--- config.mk ---
export PLATFORM = sky130hd
export DESIGN_NAME = axil_master_ctrl
export DESIGN_NICKNAME = d
export VERILOG_FILES = /design/src/rtl/axil_master_ctrl.sv
export SDC_FILE = /design/constraint.sdc
export NUM_CORES = 1
export LEC_CHECK = 0
export CAP_MARGIN = 20
export CORE_MARGIN = 2
export CORE_UTILIZATION = 46
export DETAILED_ROUTE_END_ITERATION = 7
export GPL_ROUTABILITY_DRIVEN = 0
export GPL_TIMING_DRIVEN = 0
export PLACE_DENSITY = 0.86
export REMOVE_ABC_BUFFERS = 1
export SYNTH_ARGS = -nofsm -noshare
export SYNTH_HDL_FRONTEND = slang
export SYNTH_SLANG_ARGS = --single-unit
--- constraint.sdc ---
create_clock -name core_clk -period 9.7 [get_ports core_clk]
set_input_delay 2.91 -clock core_clk [delete_from_list [all_inputs] [get_ports core_clk]]
set_output_delay 2.91 -clock core_clk [all_outputs]
set_load 0.01 [all_outputs]
--- src/rtl/axil_master_ctrl.sv ---
// Single-outstanding AXI4-Lite master: turns one command into an AW/W/B or AR/R
// exchange, guards it with a response timeout and returns one response beat.
module axil_master_ctrl #(
    parameter int ADDR_WIDTH     = 32,
    parameter int DATA_WIDTH     = 32,
    parameter int TIMEOUT_CYCLES = 1024
) (
    input  logic                    core_clk,
    input  logic                    core_reset,
    input  logic                    cmd_valid,
    output logic                    cmd_ready,
    input  logic                    cmd_rnw,
    input  logic [ADDR_WIDTH-1:0]   cmd_addr,
    input  logic [DATA_WIDTH-1:0]   cmd_wdata,
    output logic                    rsp_valid,
    input  logic                    rsp_ready,
    output logic [DATA_WIDTH-1:0]   rsp_rdata,
    output logic [1:0]              rsp_resp,
    output logic                    rsp_timeout,
    output logic [ADDR_WIDTH-1:0]   m_axil_awaddr,
    output logic [2:0]              m_axil_awprot,
    output logic                    m_axil_awvalid,
    input  logic                    m_axil_awready,
    output logic [DATA_WIDTH-1:0]   m_axil_wdata,
    output logic [DATA_WIDTH/8-1:0] m_axil_wstrb,
    output logic                    m_axil_wvalid,
    input  logic                    m_axil_wready,
    input  logic [1:0]              m_axil_bresp,
    input  logic                    m_axil_bvalid,
    output logic                    m_axil_bready,
    output logic [ADDR_WIDTH-1:0]   m_axil_araddr,
    output logic [2:0]              m_axil_arprot,
    output logic                    m_axil_arvalid,
    input  logic                    m_axil_arready,
    input  logic [DATA_WIDTH-1:0]   m_axil_rdata,
    input  logic [1:0]              m_axil_rresp,
    input  logic                    m_axil_rvalid,
    output logic                    m_axil_rready
);

    localparam int                CNT_W    = $clog2(TIMEOUT_CYCLES) + 1;
    localparam logic [CNT_W-1:0]  TMO_LAST = CNT_W'(TIMEOUT_CYCLES - 1);

    typedef enum logic [2:0] {
        IDLE    = 3'd0,
        WR      = 3'd1,
        WR_RESP = 3'd2,
        RD_ADDR = 3'd3,
        RD_DATA = 3'd4,
        RSP     = 3'd5
    } state_t;

    state_t                  state_q;
    logic [CNT_W-1:0]        tmo_cnt_q;
    logic [CNT_W-1:0]        tmo_cnt_d;
    logic                    tmo_expired_s;
    logic                    abort_s;
    logic                    cmd_ready_q;
    logic                    awvalid_q;
    logic                    wvalid_q;
    logic                    bready_q;
    logic                    arvalid_q;
    logic                    rready_q;
    logic [ADDR_WIDTH-1:0]   awaddr_q;
    logic [DATA_WIDTH-1:0]   wdata_q;
    logic [ADDR_WIDTH-1:0]   araddr_q;
    logic                    rsp_valid_q;
    logic [DATA_WIDTH-1:0]   rsp_rdata_q;
    logic [1:0]              rsp_resp_q;
    logic                    rsp_timeout_q;

    // Timeout detection; a response arriving on the expiry cycle wins over the abort.
    always_comb begin
        tmo_cnt_d     = tmo_cnt_q + CNT_W'(1);
        tmo_expired_s = (tmo_cnt_q == TMO_LAST);
        abort_s       = 1'b0;
        case (state_q)
            WR:      abort_s = tmo_expired_s;
            WR_RESP: abort_s = tmo_expired_s && !m_axil_bvalid;
            RD_ADDR: abort_s = tmo_expired_s;
            RD_DATA: abort_s = tmo_expired_s && !m_axil_rvalid;
            default: abort_s = 1'b0;
        endcase
    end

    // Transaction FSM with all outputs registered.
    always_ff @(posedge core_clk or posedge core_reset) begin
        if (core_reset) begin
            state_q       <= IDLE;
            tmo_cnt_q     <= '0;
            cmd_ready_q   <= 1'b0;
            awvalid_q     <= 1'b0;
            wvalid_q      <= 1'b0;
            bready_q      <= 1'b0;
            arvalid_q     <= 1'b0;
            rready_q      <= 1'b0;
            awaddr_q      <= '0;
            wdata_q       <= '0;
            araddr_q      <= '0;
            rsp_valid_q   <= 1'b0;
            rsp_rdata_q   <= '0;
            rsp_resp_q    <= 2'b00;
            rsp_timeout_q <= 1'b0;
        end else if (abort_s) begin
            awvalid_q     <= 1'b0;
            wvalid_q      <= 1'b0;
            bready_q      <= 1'b0;
            arvalid_q     <= 1'b0;
            rready_q      <= 1'b0;
            awaddr_q      <= '0;
            wdata_q       <= '0;
            araddr_q      <= '0;
            rsp_valid_q   <= 1'b1;
            rsp_rdata_q   <= '0;
            rsp_resp_q    <= 2'b10;
            rsp_timeout_q <= 1'b1;
            state_q       <= RSP;
        end else begin
            case (state_q)
                IDLE: begin
                    cmd_ready_q <= 1'b1;
                    if (cmd_valid && cmd_ready_q) begin
                        cmd_ready_q <= 1'b0;
                        tmo_cnt_q   <= '0;
                        if (cmd_rnw) begin
                            arvalid_q <= 1'b1;
                            araddr_q  <= cmd_addr;
                            state_q   <= RD_ADDR;
                        end else begin
                            awvalid_q <= 1'b1;
                            wvalid_q  <= 1'b1;
                            awaddr_q  <= cmd_addr;
                            wdata_q   <= cmd_wdata;
                            state_q   <= WR;
                        end
                    end
                end
                WR: begin
                    tmo_cnt_q <= tmo_cnt_d;
                    if (awvalid_q && m_axil_awready) begin
                        awvalid_q <= 1'b0;
                        awaddr_q  <= '0;
                    end
                    if (wvalid_q && m_axil_wready) begin
                        wvalid_q <= 1'b0;
                        wdata_q  <= '0;
                    end
                    // Each channel is done once it was accepted earlier or is accepted now.
                    if ((!awvalid_q || m_axil_awready) && (!wvalid_q || m_axil_wready)) begin
                        bready_q <= 1'b1;
                        state_q  <= WR_RESP;
                    end
                end
                WR_RESP: begin
                    if (m_axil_bvalid) begin
                        bready_q      <= 1'b0;
                        rsp_valid_q   <= 1'b1;
                        rsp_rdata_q   <= '0;
                        rsp_resp_q    <= m_axil_bresp;
                        rsp_timeout_q <= 1'b0;
                        state_q       <= RSP;
                    end else begin
                        tmo_cnt_q <= tmo_cnt_d;
                    end
                end
                RD_ADDR: begin
                    tmo_cnt_q <= tmo_cnt_d;
                    if (m_axil_arready) begin
                        arvalid_q <= 1'b0;
                        araddr_q  <= '0;
                        rready_q  <= 1'b1;
                        state_q   <= RD_DATA;
                    end
                end
                RD_DATA: begin
                    if (m_axil_rvalid) begin
                        rready_q      <= 1'b0;
                        rsp_valid_q   <= 1'b1;
                        rsp_rdata_q   <= m_axil_rdata;
                        rsp_resp_q    <= m_axil_rresp;
                        rsp_timeout_q <= 1'b0;
                        state_q       <= RSP;
                    end else begin
                        tmo_cnt_q <= tmo_cnt_d;
                    end
                end
                RSP: begin
                    if (rsp_ready) begin
                        rsp_valid_q   <= 1'b0;
                        rsp_rdata_q   <= '0;
                        rsp_resp_q    <= 2'b00;
                        rsp_timeout_q <= 1'b0;
                        cmd_ready_q   <= 1'b1;
                        state_q       <= IDLE;
                    end
                end
                default: begin
                    state_q <= IDLE;
                end
            endcase
        end
    end

    assign cmd_ready      = cmd_ready_q;
    assign rsp_valid      = rsp_valid_q;
    assign rsp_rdata      = rsp_rdata_q;
    assign rsp_resp       = rsp_resp_q;
    assign rsp_timeout    = rsp_timeout_q;
    assign m_axil_awaddr  = awaddr_q;
    assign m_axil_awprot  = 3'b000;
    assign m_axil_awvalid = awvalid_q;
    assign m_axil_wdata   = wdata_q;
    assign m_axil_wstrb   = {(DATA_WIDTH/8){1'b1}};
    assign m_axil_wvalid  = wvalid_q;
    assign m_axil_bready  = bready_q;
    assign m_axil_araddr  = araddr_q;
    assign m_axil_arprot  = 3'b000;
    assign m_axil_arvalid = arvalid_q;
    assign m_axil_rready  = rready_q;

endmodule

==> flow_metrics.env, run 1 <==
export IMPL_status="finished, final reports clean"
export IMPL_die_h_um=118.9
export IMPL_slew_limit_headroom_pct=39.23
export IMPL_hold_buffers=0
export IMPL_timing_worst_slew_pin_value_ps=909.4
export IMPL_timing_setup_tns_ps=0
export IMPL_flow_area_growth_from_synthesis_pct=52.90
export IMPL_cts_sinks=152
export IMPL_port_buffer_count=247
export IMPL_fp_dieW_um=118.9
export IMPL_start_kind="input port"
export IMPL_top_level_ports=258
export IMPL_rows=41
export IMPL_grt_pass1_wl_um=28000
export IMPL_core_area_um2=12770
export IMPL_cts_buffers=17
export IMPL_cts_tree="yes"
export IMPL_cp_required_ps=10050
export IMPL_number_of_standard_cells_after_synthesis=465
export IMPL_power_report_internal_total_mw=2.190
export IMPL_clock_tree_buf_depth=2
export IMPL_fmax_mhz=197.9
export IMPL_die_area_um2=14140
export IMPL_timing_final_max_slew_violations=0
export IMPL_p_seq_share_pct=34.0
export IMPL_cts_repair_timing_setup_buffer_count=0
export IMPL_worst_setup_hold_path_clk_slew_ps=60
export IMPL_post_cts_resized_instances=0
export IMPL_total_leakage_power_nw=4.096
export IMPL_antenna_cells=0
export IMPL_detail_route_iter0_violations=324
export IMPL_grt_setup_unrepaired="no"
export IMPL_crit_reg2reg_launch="state_q[0]$_DFFE_PP0P_"
export IMPL_initial_antenna_violation_count=0
export IMPL_timing_critical_path_arrival_ps=5400
export IMPL_yosysSeqAreaShare_pct=62.60
export IMPL_postSynth_topFlopCell="sky130_fd_sc_hd__dfrtp_1"
export IMPL_clock_tree_root_cell="sky130_fd_sc_hd__clkbuf_16"
export IMPL_synth_enable_flop_cells=0
export IMPL_synth_ff_latch_count=152
export IMPL_drt_wl_total_um=17480
export IMPL_fillCellCount=856
export IMPL_clock_insertion_delay_worst_skew_ps=410
export IMPL_detail_route_first_pass_iterations=4
export IMPL_worstSetupStartpoint="cmd_rnw"
export IMPL_timing_final_crit_period_ps=5052
export IMPL_dr_total_vias=4928
export IMPL_timing_final_crit_share_pct=52.08
export IMPL_critPathKind="input port to flop"
export IMPL_track_usage_pct=25.29
export IMPL_finalSetupViolCount=0
export IMPL_grt_remaining_overflow=0
export IMPL_first_global_vias=5257
export IMPL_antenna_left=0
export IMPL_dp_final_hpwl_um=12250
export IMPL_post_synth_cell_area_avg_um2=13.07
export IMPL_yosysWarningCount=0
export IMPL_p_sw_share_pct=33.93
export IMPL_post_route_cells_drive_above_1_share_pct=7.293
export IMPL_power_net_switching_mw=1.125
export IMPL_cell_area_after_technology_mapping_um2=6076
export IMPL_floorplan_initialDensity_pct=47.57
export IMPL_most_common_cell_after_layout_fill_and_taps_aside="sky130_fd_sc_hd__clkdlybuf4s50_1"
export IMPL_hold_path_startpoint="m_axil_arvalid$_DFFE_PP0P_"
export IMPL_postSynth_asyncResetShare_pct=100.0
export IMPL_routed_via_density=5.568
export IMPL_fin_skew_ps=9.637
export IMPL_combinational_share_of_power_pct=46.4
export IMPL_mostFrequentLayoutCells="sky130_fd_sc_hd__clkdlybuf4s50_1 (247), sky130_fd_sc_hd__dfrtp_1 (152), sky130_fd_sc_hd__a22o_1 (128), sky130_fd_sc_hd__clkbuf_16 (17), sky130_fd_sc_hd__nand2_1 (16)"
export IMPL_report_final_hold_viol_count=0
export IMPL_type_of_the_tightest_min_delay_check="flop to flop"
export IMPL_largest_net_degree_at_the_start_of_global_routing=108
export IMPL_netlist_cell_type_count=50
export IMPL_end_kind="flop"
export IMPL_routed_wire_length_per_instance_um=19.75
export IMPL_clock_tree_htree_level_count=4
export IMPL_total_power_mw=3.315
export IMPL_maxCapViolations=0
export IMPL_timing_critical_path_fanout_max=24
export IMPL_max_vdd_ir_drop_uv=183.7
export IMPL_power_per_cell_area_nw_per_um2=356.9
export IMPL_clkPwrFrac_pct=19.6
export IMPL_design_final_nets=813
export IMPL_remaining_drc_errors=0
[cell families (layout without fill, tap and decap cells)]
logic type                 count (synthesis)  in the layout  share of synthesized area (%)
AOI/OAI and AO/OA                        177            177                          24.14
xor gates and xnor gates                   1              1                         0.1442
adders and majority gates                  1              1                         0.2059
buffers and inverters                     53            293                          5.025
DFF                                      152            152                          62.60
muxes                                      8              8                          1.441
other                                      2             10                         0.1236
and+or+nand+nor                           71             71                          6.322
[power by group through the flow]
stage	sequential (mW)	combinational [mW]	clock [mW]
final	1.13	1.54	0.649
after global routing	1.16	1.64	0.691
after CTS	1.13	1.55	0.658
after detailed placement	1.12	1.54	0
after global placement	1.11	1.45	0
after floorplan	1.23	0.569	0
[cell type report]
class                           count  area [µm²]  area share [%]
Multi-Input combinational cell    268        2039           21.95
Tap cell                          172       215.2           2.316
Inverter                            9       38.79          0.4175
Clock buffer                       22       484.2           5.212
Timing Repair Buffer              254        2613           28.12
Sequential cell                   152        3804           40.94
Clock inverter                      8       96.34           1.037
[per-stage QoR]
step	worst slack (ps)	std cells	hold WS, ps	utilization [%]	instance area (µm²)
after global routing	4514	885	509.3	72.73	9290
after CTS	4663	885	498.2	72.73	9290
after global placement	984.0	848	463.4	66.72	8522
after floorplan	2697	429	494.1	-	5834
after detailed placement	4243	855	476.5	68.18	8710
final	4648	885	491.8	72.73	9290
[path summary, 6_finish.rpt]
path | endpoint | slack, ps | depth (start not counted)
min in group asynchronous | rsp_rdata[12]$_DFFE_PP0P_ | 2910 | 2
setup reg to reg | m_axil_araddr[14]$_DFFE_PP0P_ | 6750 | 4
hold / removal | m_axil_arvalid$_DFFE_PP0P_ | 490 | 1
hold reg to reg | m_axil_arvalid$_DFFE_PP0P_ | 490 | 1
setup / recovery | m_axil_wdata[28]$_DFFE_PP0P_ | 4650 | 7
max in group asynchronous | m_axil_wdata[23]$_DFFE_PP0P_ | 5950 | 3
[worst max-delay path, stage by stage]
cell and delay, ps:
sky130_fd_sc_hd__clkdlybuf4s50_1 530, sky130_fd_sc_hd__and3b_1 190, sky130_fd_sc_hd__o21ai_0 500, sky130_fd_sc_hd__nand3_1 300
sky130_fd_sc_hd__a21oi_2 530, sky130_fd_sc_hd__buf_8 260, sky130_fd_sc_hd__a22o_1 170
[routing by layer]
| layer | up-vias | share of wire [%] | track usage [%] |
|---|---|---|---|
| met5 | - | 0 | 0 |
| met3 | 23 | 6.9 | 8.285 |
| met4 | 0 | 1.9 | 10.34 |
| li1 | 2207 | - | - |
| met1 | 2523 | 40 | 30.23 |
| met2 | 175 | 51 | 42.17 |
[cell usage after synthesis (6+ instances only)]
| master | count | area (µm²) |
|---|---|---|
| sky130_fd_sc_hd__o21ai_0 | 7 | 35.03 |
| sky130_fd_sc_hd__nor2_1 | 15 | 56.30 |
| sky130_fd_sc_hd__nand2_1 | 16 | 60.06 |
| sky130_fd_sc_hd__buf_4 | 10 | 75.07 |
| sky130_fd_sc_hd__buf_2 | 7 | 35.03 |
| sky130_fd_sc_hd__nand2b_1 | 7 | 43.79 |
| sky130_fd_sc_hd__a22o_1 | 128 | 1121 |
| sky130_fd_sc_hd__nand3_1 | 6 | 30.03 |
| sky130_fd_sc_hd__clkbuf_1 | 19 | 71.32 |
| sky130_fd_sc_hd__a21oi_1 | 12 | 60.06 |
| sky130_fd_sc_hd__buf_6 | 8 | 90.09 |
| sky130_fd_sc_hd__dfrtp_1 | 152 | 3804 |
| sky130_fd_sc_hd__inv_1 | 9 | 33.78 |
[state kept, by name, indices dropped and copies added (netlist names), 2 cells and up]
signal,cells
state_q,3
m_axil_wdata,32
rsp_resp,2
rsp_rdata,32
tmo_cnt_q,11
m_axil_awaddr,32
m_axil_araddr,32
(Power assumes the default switching activity.)
==> run 2: changes to the inputs <==
--- a/config.mk
+++ b/config.mk
@@ -7,11 +7,11 @@
 export LEC_CHECK = 0
 export CAP_MARGIN = 20
 export CORE_MARGIN = 2
-export CORE_UTILIZATION = 46
+export CORE_UTILIZATION = 38
 export DETAILED_ROUTE_END_ITERATION = 7
 export GPL_ROUTABILITY_DRIVEN = 0
 export GPL_TIMING_DRIVEN = 0
-export PLACE_DENSITY = 0.86
+export PLACE_DENSITY = 0.76
 export REMOVE_ABC_BUFFERS = 1
 export SYNTH_ARGS = -nofsm -noshare
 export SYNTH_HDL_FRONTEND = slang
==> constraint.sdc (replaced) <==
create_clock -name core_clk -period 4.6 [get_ports core_clk]
set_input_delay 1.38 -clock core_clk [delete_from_list [all_inputs] [get_ports core_clk]]
set_output_delay 1.38 -clock core_clk [all_outputs]
set_load 0.01 [all_outputs]
==> flow_metrics.env, run 2 (synthesized netlist as in run 1, its figures left out) <==
export IMPL_grt_pass1_wl_um=25610
export IMPL_most_common_cell_after_layout_fill_and_taps_aside="sky130_fd_sc_hd__clkdlybuf4s50_1"
export IMPL_routed_via_density=5.194
export IMPL_grt_setup_unrepaired="no"
export IMPL_routed_wire_length_per_instance_um=17.92
export IMPL_timing_critical_path_fanout_max=23
export IMPL_critPathKind="input port to flop"
export IMPL_worstSetupStartpoint="cmd_rnw"
export IMPL_dr_total_vias=4836
export IMPL_total_power_mw=6.942
export IMPL_ff2ff_path_depth=5
export IMPL_track_usage_pct=19.40
export IMPL_type_of_the_tightest_min_delay_check="flop to flop"
export IMPL_max_vdd_ir_drop_uv=338.5
export IMPL_port_buffer_count=247
export IMPL_end_kind="flop"
export IMPL_clock_tree_buf_depth=2
export IMPL_largest_net_degree_at_the_start_of_global_routing=87
export IMPL_post_place_ws_ps=620.4
export IMPL_worst_setup_hold_path_clk_slew_ps=60
export IMPL_cp_required_ps=4950
export IMPL_cts_buffers=17
export IMPL_report_final_hold_viol_count=0
export IMPL_timing_final_crit_share_pct=77.91
export IMPL_remaining_drc_errors=0
export IMPL_timing_hold_worst_endpoint="m_axil_arvalid$_DFFE_PP0P_"
export IMPL_top_level_ports=258
export IMPL_clock_tree_htree_level_count=4
export IMPL_dp_cells=899
export IMPL_antenna_left=0
export IMPL_finalSetupViolCount=0
export IMPL_flow_area_growth_from_synthesis_pct=53.64
export IMPL_hold_path_depth=1
export IMPL_total_leakage_power_nw=4.079
export IMPL_power_per_cell_area_nw_per_um2=743.7
export IMPL_fin_skew_ps=11.07
export IMPL_start_kind="input port"
export IMPL_timing_critical_path_arrival_ps=3930
export IMPL_timing_worst_slew_pin_value_ps=935.8
export IMPL_drt_wl_total_um=16680
export IMPL_timing_final_crit_period_ps=3584
export IMPL_fp_dieW_um=130.4
export IMPL_timing_final_max_slew_violations=0
export IMPL_core_area_um2=15770
export IMPL_detail_route_first_pass_iterations=4
export IMPL_mostFrequentLayoutCells="sky130_fd_sc_hd__clkdlybuf4s50_1 (247), sky130_fd_sc_hd__dfrtp_1 (152), sky130_fd_sc_hd__a22o_1 (128), sky130_fd_sc_hd__clkbuf_16 (17), sky130_fd_sc_hd__nand2_1 (16)"
export IMPL_die_h_um=130.4
export IMPL_clock_tree_root_cell="sky130_fd_sc_hd__clkbuf_16"
export IMPL_cts_tree="yes"
export IMPL_reg2reg_to="m_axil_araddr[9]$_DFFE_PP0P_"
export IMPL_post_route_cells_drive_above_1_share_pct=7.552
export IMPL_worst_case_register_to_register_setup_slack_ps=1650
export IMPL_design_final_nets=813
export IMPL_status="finished, final reports clean"
export IMPL_antenna_cells=0
export IMPL_hold_path_startpoint="m_axil_arvalid$_DFFE_PP0P_"
export IMPL_finalWorstSetupSlack_ps=1016
export IMPL_fmax_mhz=279.0
export IMPL_clock_insertion_delay_worst_skew_ps=420
export IMPL_post_cts_resized_instances=0
export IMPL_first_global_vias=4867
export IMPL_rows=46
export IMPL_floorplan_initialDensity_pct=38.53
export IMPL_initial_antenna_violation_count=0
export IMPL_die_area_um2=17020
export IMPL_slew_limit_headroom_pct=37.34
export IMPL_cts_repair_timing_setup_buffer_count=0
export IMPL_detail_route_iter0_violations=259
export IMPL_finish_utilization_pct=59.20
export IMPL_crit_reg2reg_launch="state_q[0]$_DFFE_PP0P_"
export IMPL_grt_remaining_overflow=0
export IMPL_fin_cells=931
export IMPL_cts_sinks=152
export IMPL_maxCapViolations=0
export IMPL_fillCellCount=1264
export IMPL_hold_buffers=0
export IMPL_dp_final_hpwl_um=11420
==> run 2: cell count changes in the layout (fill, tap and decap cells not counted) <==
cell                         previous run  this run
sky130_fd_sc_hd__buf_6                  2         1
sky130_fd_sc_hd__inv_6                  1         4
sky130_fd_sc_hd__clkinv_2               4         2
sky130_fd_sc_hd__buf_8                  1         2
sky130_fd_sc_hd__clkinvlp_4             1         4
sky130_fd_sc_hd__nor2_4                 2         1
sky130_fd_sc_hd__buf_16                 3         1
sky130_fd_sc_hd__buf_12                 1         3
sky130_fd_sc_hd__clkinv_4               1         2
sky130_fd_sc_hd__clkbuf_8               4         1
sky130_fd_sc_hd__nor2_2                 1         2
==> run 2: area by class of cell <==
type | count | area (µm²) | area share, %
Multi-Input combinational cell | 268 | 2034 | 21.79
Tap cell | 216 | 270.3 | 2.895
Inverter | 9 | 38.79 | 0.4155
Clock buffer | 19 | 442.9 | 4.745
Timing Repair Buffer | 254 | 2601 | 27.86
Sequential cell | 152 | 3804 | 40.75
Clock inverter | 13 | 143.9 | 1.541
==> run 2: how the worst max path moves through the flow <==
stage	endpoint	slack [ps]	cells after the start
final	m_axil_wdata[29]$_DFFE_PP0P_	1020	7
after global routing	m_axil_wdata[24]$_DFFE_PP0P_	770	7
after CTS	m_axil_wdata[15]$_DFFE_PP0P_	1040	7
after detailed placement	m_axil_wdata[2]$_DFFE_PP0P_	620	7
after global placement	m_axil_wdata[10]$_DFFE_PP0P_	-2680	2
after floorplan	cmd_ready$_DFFE_PP0P_	-870	1
==> run 2: critical path, stage by stage <==
cell and delay [ps]:
sky130_fd_sc_hd__clkdlybuf4s50_1 540, sky130_fd_sc_hd__and3b_1 200, sky130_fd_sc_hd__o21ai_0 500, sky130_fd_sc_hd__nand3_1 290
sky130_fd_sc_hd__a21oi_2 580, sky130_fd_sc_hd__buf_8 260, sky130_fd_sc_hd__a22o_1 160
==> run 2: power by group <==
group          internal [mW]  total, mW  switching, mW
Combinational           1.80       3.19           1.39
Sequential              1.95       2.38          0.421
Clock                  0.818       1.38          0.563
Total                   4.57       6.94           2.37
==> run 2: metal layers <==
layer | wire (µm) | track usage [%] | vias to the layer above
met5 | 0 | 0 | -
met4 | 332 | 7.322 | 0
met3 | 1362 | 5.619 | 27
met2 | 7855 | 32.34 | 207
met1 | 7132 | 24.13 | 2389
li1 | - | - | 2213
==> run 2: through the flow <==
stage / setup TNS, ps / cell area [µm²] / hold slack, ps
after floorplan: -132710 / 5834 / 494.1
after global placement: -519200 / 8577 / 462.1
after detailed placement: 0 / 8748 / 471.1
after CTS: 0 / 9335 / 480.9
after global routing: 0 / 9335 / 508.0
final: 0 / 9335 / 478.1
